===== config.mk =====
export PLATFORM = sky130hd
export DESIGN_NAME = bfly11_stage_flat
export DESIGN_NICKNAME = d
export VERILOG_FILES = /design/src/rtl/bfly11_stage_if.sv /design/src/rtl/bfly11_stage.sv /design/src/flat_wrapper.sv
export SDC_FILE = /design/constraint.sdc
export NUM_CORES = 2
export LEC_CHECK = 0
export BUFFER_PORTS_ARGS = -buffer_cell sky130_fd_sc_hd__buf_4
export CAP_MARGIN = 20
export CORE_AREA = 8 8 625 627
export CTS_BUF_LIST = sky130_fd_sc_hd__clkbuf_4
export DETAILED_ROUTE_END_ITERATION = 10
export DIE_AREA = 0 0 633 635
export HOLD_SLACK_MARGIN = 0.1
export PLACE_DENSITY_LB_ADDON = 0.3
export SYNTH_ARGS = -nofsm -noshare
export SYNTH_HDL_FRONTEND = slang
export SYNTH_SLANG_ARGS = --single-unit

===== constraint.sdc =====
create_clock -name clk -period 7.6 [get_ports clk]
set_clock_uncertainty 0.2 [all_clocks]
set_input_delay 1.52 -clock clk [delete_from_list [all_inputs] [get_ports clk]]
set_output_delay 1.52 -clock clk [all_outputs]
set_load 0.1 [all_outputs]

===== src/rtl/bfly11_stage_if.sv =====
// Bundle between the stage-1 twiddle multiplier output and the distance-8 butterfly stage.
// Latency: none (wires only).
// Backpressure: none; the receiver must take every valid beat.
interface bfly11_stage_if #(
    parameter int WIDTH   = 12,
    parameter int CLK_CNT = 16
);
    localparam int CNT_W = (CLK_CNT > 1) ? $clog2(CLK_CNT) : 1;

    logic                    i_valid;
    logic                    i_clr;
    logic signed [WIDTH-1:0] i_sum_re  [0:15];
    logic signed [WIDTH-1:0] i_sum_im  [0:15];
    logic signed [WIDTH-1:0] i_diff_re [0:15];
    logic signed [WIDTH-1:0] i_diff_im [0:15];

    logic signed [WIDTH:0]   o_sum_re  [0:15];
    logic signed [WIDTH:0]   o_sum_im  [0:15];
    logic signed [WIDTH:0]   o_diff_re [0:15];
    logic signed [WIDTH:0]   o_diff_im [0:15];
    logic                    o_valid;
    logic [CNT_W-1:0]        o_cnt;
    logic                    o_frame_last;

    // Upstream / stimulus side
    modport master (
        output i_valid, i_clr, i_sum_re, i_sum_im, i_diff_re, i_diff_im,
        input  o_sum_re, o_sum_im, o_diff_re, o_diff_im, o_valid, o_cnt, o_frame_last
    );

    // Butterfly stage side
    modport slave (
        input  i_valid, i_clr, i_sum_re, i_sum_im, i_diff_re, i_diff_im,
        output o_sum_re, o_sum_im, o_diff_re, o_diff_im, o_valid, o_cnt, o_frame_last
    );
endinterface


===== src/rtl/bfly11_stage.sv =====
// Radix-2 distance-8 butterfly over 16 lanes on sum and diff paths, one bit growth, plus beat index.
// Latency: 2 clocks from i_valid to o_valid, 1 vector per clock.
// Backpressure: none; i_clr flushes in-flight valids and the beat counter.
module bfly11_stage #(
    parameter int WIDTH   = 12,
    parameter int CLK_CNT = 16
) (
    input  logic          clk,
    input  logic          rstn,
    bfly11_stage_if.slave bus
);
    localparam int LANES = 16;
    localparam int HALF  = 8;
    localparam int CNT_W = (CLK_CNT > 1) ? $clog2(CLK_CNT) : 1;
    localparam logic [CNT_W-1:0] CNT_LAST = CNT_W'(CLK_CNT - 1);

    // Stage A: captured input vector
    logic signed [WIDTH-1:0] a_sr [LANES];
    logic signed [WIDTH-1:0] a_si [LANES];
    logic signed [WIDTH-1:0] a_dr [LANES];
    logic signed [WIDTH-1:0] a_di [LANES];
    logic                    v_a;

    // Butterfly results (combinational) and stage B registers
    logic signed [WIDTH:0]   bf_sr [LANES];
    logic signed [WIDTH:0]   bf_si [LANES];
    logic signed [WIDTH:0]   bf_dr [LANES];
    logic signed [WIDTH:0]   bf_di [LANES];
    logic signed [WIDTH:0]   q_sr  [LANES];
    logic signed [WIDTH:0]   q_si  [LANES];
    logic signed [WIDTH:0]   q_dr  [LANES];
    logic signed [WIDTH:0]   q_di  [LANES];
    logic                    o_valid_q;
    logic [CNT_W-1:0]        cnt_q;

    function automatic logic signed [WIDTH:0] sx(input logic signed [WIDTH-1:0] x);
        return {x[WIDTH-1], x};
    endfunction

    // Stage A: load lanes on i_valid, hold otherwise; a clear drops the colliding input
    always_ff @(posedge clk or negedge rstn) begin
        if (!rstn) begin
            v_a <= 1'b0;
            for (int j = 0; j < LANES; j++) begin
                a_sr[j] <= '0;
                a_si[j] <= '0;
                a_dr[j] <= '0;
                a_di[j] <= '0;
            end
        end else begin
            v_a <= bus.i_valid & ~bus.i_clr;
            if (bus.i_valid) begin
                for (int j = 0; j < LANES; j++) begin
                    a_sr[j] <= bus.i_sum_re[j];
                    a_si[j] <= bus.i_sum_im[j];
                    a_dr[j] <= bus.i_diff_re[j];
                    a_di[j] <= bus.i_diff_im[j];
                end
            end
        end
    end

    // Distance-8 butterfly; operands widened by one bit so the result can never wrap
    always_comb begin
        for (int j = 0; j < HALF; j++) begin
            bf_sr[j]      = sx(a_sr[j]) + sx(a_sr[j+HALF]);
            bf_sr[j+HALF] = sx(a_sr[j]) - sx(a_sr[j+HALF]);
            bf_si[j]      = sx(a_si[j]) + sx(a_si[j+HALF]);
            bf_si[j+HALF] = sx(a_si[j]) - sx(a_si[j+HALF]);
            bf_dr[j]      = sx(a_dr[j]) + sx(a_dr[j+HALF]);
            bf_dr[j+HALF] = sx(a_dr[j]) - sx(a_dr[j+HALF]);
            bf_di[j]      = sx(a_di[j]) + sx(a_di[j+HALF]);
            bf_di[j+HALF] = sx(a_di[j]) - sx(a_di[j+HALF]);
        end
    end

    // Stage B: register results when stage A holds a live vector; clear kills the valid only
    always_ff @(posedge clk or negedge rstn) begin
        if (!rstn) begin
            o_valid_q <= 1'b0;
            for (int j = 0; j < LANES; j++) begin
                q_sr[j] <= '0;
                q_si[j] <= '0;
                q_dr[j] <= '0;
                q_di[j] <= '0;
            end
        end else begin
            o_valid_q <= v_a & ~bus.i_clr;
            if (v_a) begin
                for (int j = 0; j < LANES; j++) begin
                    q_sr[j] <= bf_sr[j];
                    q_si[j] <= bf_si[j];
                    q_dr[j] <= bf_dr[j];
                    q_di[j] <= bf_di[j];
                end
            end
        end
    end

    // Beat index of the vector on the outputs; steps after each emitted beat, wraps per frame
    always_ff @(posedge clk or negedge rstn) begin
        if (!rstn) begin
            cnt_q <= '0;
        end else if (bus.i_clr) begin
            cnt_q <= '0;
        end else if (o_valid_q) begin
            cnt_q <= (cnt_q == CNT_LAST) ? '0 : cnt_q + CNT_W'(1);
        end
    end

    assign bus.o_sum_re     = q_sr;
    assign bus.o_sum_im     = q_si;
    assign bus.o_diff_re    = q_dr;
    assign bus.o_diff_im    = q_di;
    assign bus.o_valid      = o_valid_q;
    assign bus.o_cnt        = cnt_q;
    assign bus.o_frame_last = o_valid_q && (cnt_q == CNT_LAST);
endmodule


===== src/flat_wrapper.sv =====
// flat-port wrapper written by rule: the top's interface ports become plain ports
module bfly11_stage_flat 
#(
    parameter int WIDTH   = 12,
    parameter int CLK_CNT = 16
)
  (clk, rstn, bus_i_valid, bus_i_clr, bus_i_sum_re, bus_i_sum_im, bus_i_diff_re, bus_i_diff_im, bus_o_sum_re, bus_o_sum_im, bus_o_diff_re, bus_o_diff_im, bus_o_valid, bus_o_cnt, bus_o_frame_last);
  bfly11_stage_if #(.WIDTH(WIDTH), .CLK_CNT(CLK_CNT)) bus_i ();
  input  logic clk;
  input  logic rstn;
  input wire logic [$bits(bus_i.i_valid)-1:0] bus_i_valid;
  input wire logic [$bits(bus_i.i_clr)-1:0] bus_i_clr;
  input wire logic [$bits(bus_i.i_sum_re)-1:0] bus_i_sum_re;
  input wire logic [$bits(bus_i.i_sum_im)-1:0] bus_i_sum_im;
  input wire logic [$bits(bus_i.i_diff_re)-1:0] bus_i_diff_re;
  input wire logic [$bits(bus_i.i_diff_im)-1:0] bus_i_diff_im;
  output wire logic [$bits(bus_i.o_sum_re)-1:0] bus_o_sum_re;
  output wire logic [$bits(bus_i.o_sum_im)-1:0] bus_o_sum_im;
  output wire logic [$bits(bus_i.o_diff_re)-1:0] bus_o_diff_re;
  output wire logic [$bits(bus_i.o_diff_im)-1:0] bus_o_diff_im;
  output wire logic [$bits(bus_i.o_valid)-1:0] bus_o_valid;
  output wire logic [$bits(bus_i.o_cnt)-1:0] bus_o_cnt;
  output wire logic [$bits(bus_i.o_frame_last)-1:0] bus_o_frame_last;
  assign bus_i.i_valid = bus_i_valid;
  assign bus_i.i_clr = bus_i_clr;
  assign bus_i.i_sum_re = {>>{bus_i_sum_re}};
  assign bus_i.i_sum_im = {>>{bus_i_sum_im}};
  assign bus_i.i_diff_re = {>>{bus_i_diff_re}};
  assign bus_i.i_diff_im = {>>{bus_i_diff_im}};
  assign bus_o_sum_re = {>>{bus_i.o_sum_re}};
  assign bus_o_sum_im = {>>{bus_i.o_sum_im}};
  assign bus_o_diff_re = {>>{bus_i.o_diff_re}};
  assign bus_o_diff_im = {>>{bus_i.o_diff_im}};
  assign bus_o_valid = bus_i.o_valid;
  assign bus_o_cnt = bus_i.o_cnt;
  assign bus_o_frame_last = bus_i.o_frame_last;
  bfly11_stage #(.WIDTH(WIDTH), .CLK_CNT(CLK_CNT)) u_core (.clk(clk), .rstn(rstn), .bus(bus_i));
endmodule

==> impl_metrics.toml <==
[worst_hold_path]
holdCritPathClass = "reg -> reg"

[synthesis]
synth_flop_cell = "dfrtp_1"
yosysWarningCount = 0
synth_seq_cells = 1574
synth_top_area_share_pct = 43.1
ys_top_cells_by_count = "dfrtp_1, nor2_1, ha_1"
synth_area_per_cell_um2 = 9.70
ys_seq_area_share_pct = 43.1
synth.top_cells.by_area = "dfrtp_1, ha_1, mux2_2"
synth_cells = 9416
synth_most_common_cell = "dfrtp_1"
syn_nets = 11021
syn_area_mm2 = 0.0913
ys_async_sr_fraction_pct = 100
synth-edff-count = 0
synth_top_cell_by_area = "dfrtp_1"
synth.distinct_cells = 78

[global_routing]
overflow = 0
antenna_found_initial = 97
grt_pass1_vias = 79343
grt_max_degree = 173
grt_pass1_wl_mm = 567
gr-usage-all-layers_pct = 18.9

[routing]
wl_mm = 397
drtAntennaViolNets = 0
drcViolationCount = 0
vias = 79027
drt-wirelength-per-cell_um = 23.0
vias_per_cell = 4.58
drtIter0Drc = 5055
dr.pass1.iters = 6

[floorplanning]
initial_core_util_pct = 24.0
core_area_mm2 = 0.381
die_w_um = 633
boundaryPins = 1610
dieArea_mm2 = 0.402
die_h_um = 635
rows = 227

[critical_path]
crit_required_ns = 5.88
crit_arrival_ns = 2.68
crit_type = "reg -> out"
crit_chain = "nand2_1 -> nor2_1 -> buf_4"
cp-startpoint = "u_core.bus.o_valid"
critPathCapture = "bus_o_frame_last"
reg2reg_to = "u_core.bus.o_diff_re[77]"
worstSetupStartpointType = "flip-flop"
r2r-start = "u_core.v_a"
critical-path-max-stage-delay_ns = 0.63
path_buf_inv = 1
reg2reg_slack_ns = 4.40
cp.depth = 3
slowest_stage = "dfrtp_1"
cp_max_fo = 5
crit_family = "flip-flops"
worst_setup_path_end_kind = "output pin"
rr_worst_depth = 4

[sta]
setup_viol = 0
fin_ws_ns = 3.20
finalHoldViolCount = 0
relSlewSlack_pct = 22.6
fin_crit_ns = 4.40
setup-tns-final_ns = 0
max_freq_mhz = 227
final_max_slew_viol_count = 0
rsz0062_at_grt = "no"
worstMarginPinSlew_ns = 1.15
worst_hold_slack_ns = 0.280
final.period_utilization_pct = 57.9

[final_layout]
finalCoreUtilization_pct = 32.1
fin_area_mm2 = 0.122
area_growth_syn_to_layout_pct = 33.6
fillers = 39849
finalNetCount = 13375
fin_cells = 17238
drive_gt1_share_pct = 25.2

[place]
gp_congestion = 0.904
dp_cells = 15569
hpwl_mm = 314
io_buffers = 1609
dpl_cell_area_mm2 = 0.108
dp_slack_ns = 3.69

[cts]
post-cts-setup-buffers = 0
clock-root-buffer = "clkbuf_4"
cts.sinks = 1574
path_clk_slew_ns = 0.07
cts_tree = "done"
htreeDepth = 5
clockBufferDepth = 4
numCtsBuffers = 467
clk_latency_ns = 1.44

[power]
vdd_drop_max_mv = 0.327
total_power_mw = 43.0
pwr_density_cell_mw_per_mm2 = 353
p_leak_nw = 55.6

[outcome]
status = "completed"

[job]
drv_cap = 0
[worst register-to-register path: cells and delay by family, from the launching register on]
| family | cells | cell delay, ns |
|---|---|---|
| AOI/OAI and AO/OA | 1 | 0.34 |
| buffers and inverters | 2 | 1.52 |
| DFF | 1 | 0.76 |
| and+or+nand+nor | 1 | 0.19 |
[power by group]
part / internal (mW) / switching (mW) / total (mW)
registers: 10.2 / 1.47 / 11.7
logic: 5.54 / 17.4 / 23.0
clock network: 4.17 / 4.23 / 8.40
total: 19.9 / 23.1 / 43.0
[worst min path at each step]
stage,start,to,slack [ns],cells past startpoint
finish,u_core.bus.o_sum_im[4],u_core.bus.o_sum_im[4],0.28,1
global placement,u_core.bus.o_diff_re[3],u_core.bus.o_diff_re[3],0.27,1
floorplan,u_core.a_sr[143],u_core.a_sr[143],0.31,1
global route,bus_i_valid,u_core.a_si[94],0.25,3
detailed placement,u_core.bus.o_sum_re[3],u_core.bus.o_sum_re[3],0.27,1
CTS,bus_i_valid,u_core.a_si[92],0.18,3
[repair_timing]
action,4_1_cts,5_1_grt
gates resized for setup,0,0
endpoints found under the hold margin,837,0
hold buffers,770,0
[logic make-up after synthesis]
family,count (synthesis),synth area share [%]
buffers and inverters,1244,5.30
adder cells (fa/ha/maj),833,11.9
XOR/XNOR,489,4.69
flip-flops,1574,43.1
AND/OR/NAND/NOR,2316,11.5
multiplexers,623,7.65
AO/OA/AOI/OAI,2337,15.8
[metal layers]
metal / track usage, % / wire (um) / up-vias / share of wire, %
met4: 7.92 / 19000 / 24 / 4.8
met5: 0 / 168 / - / 0.042
met2: 31.7 / 188000 / 2213 / 47
li1: - / - / 37443 / -
met1: 23.2 / 166000 / 38630 / 42
met3: 4.32 / 23500 / 717 / 5.9
[cell type report]
type	count	area, um2	area share (%)
Clock buffer	677	5080	4.17
Clock inverter	158	816	0.669
Inverter	684	2570	2.11
Tap cell	5038	6300	5.17
Timing Repair Buffer	2445	20600	16.9
Sequential cell	1574	39400	32.3
Multi-Input combinational cell	6598	47100	38.6
Antenna cell	64	160	0.131
[sequential cells by signal (all words and copies together) (netlist names)]
name / cells
u_core.a_di: 192
u_core.bus.o_cnt: 4
u_core.bus.o_valid: 1
u_core.bus.o_sum_re: 200
u_core.bus.o_diff_re: 200
u_core.bus.o_sum_im: 200
u_core.a_si: 192
u_core.v_a: 1
u_core.a_dr: 192
u_core.a_sr: 192
u_core.bus.o_diff_im: 200
[cells in the final DEF, fill, tap and decap left out, drive strengths merged, types with 669 or more instances in the layout]
cell         count
clkbuf         677
o21ai          764
ha             769
nor2           834
buf           1675
inv            694
dlygate4sd3    770
dfrtp         1574
a21oi          669
nand2          727
No activity file was read; power rests on OpenSTA's default activity.
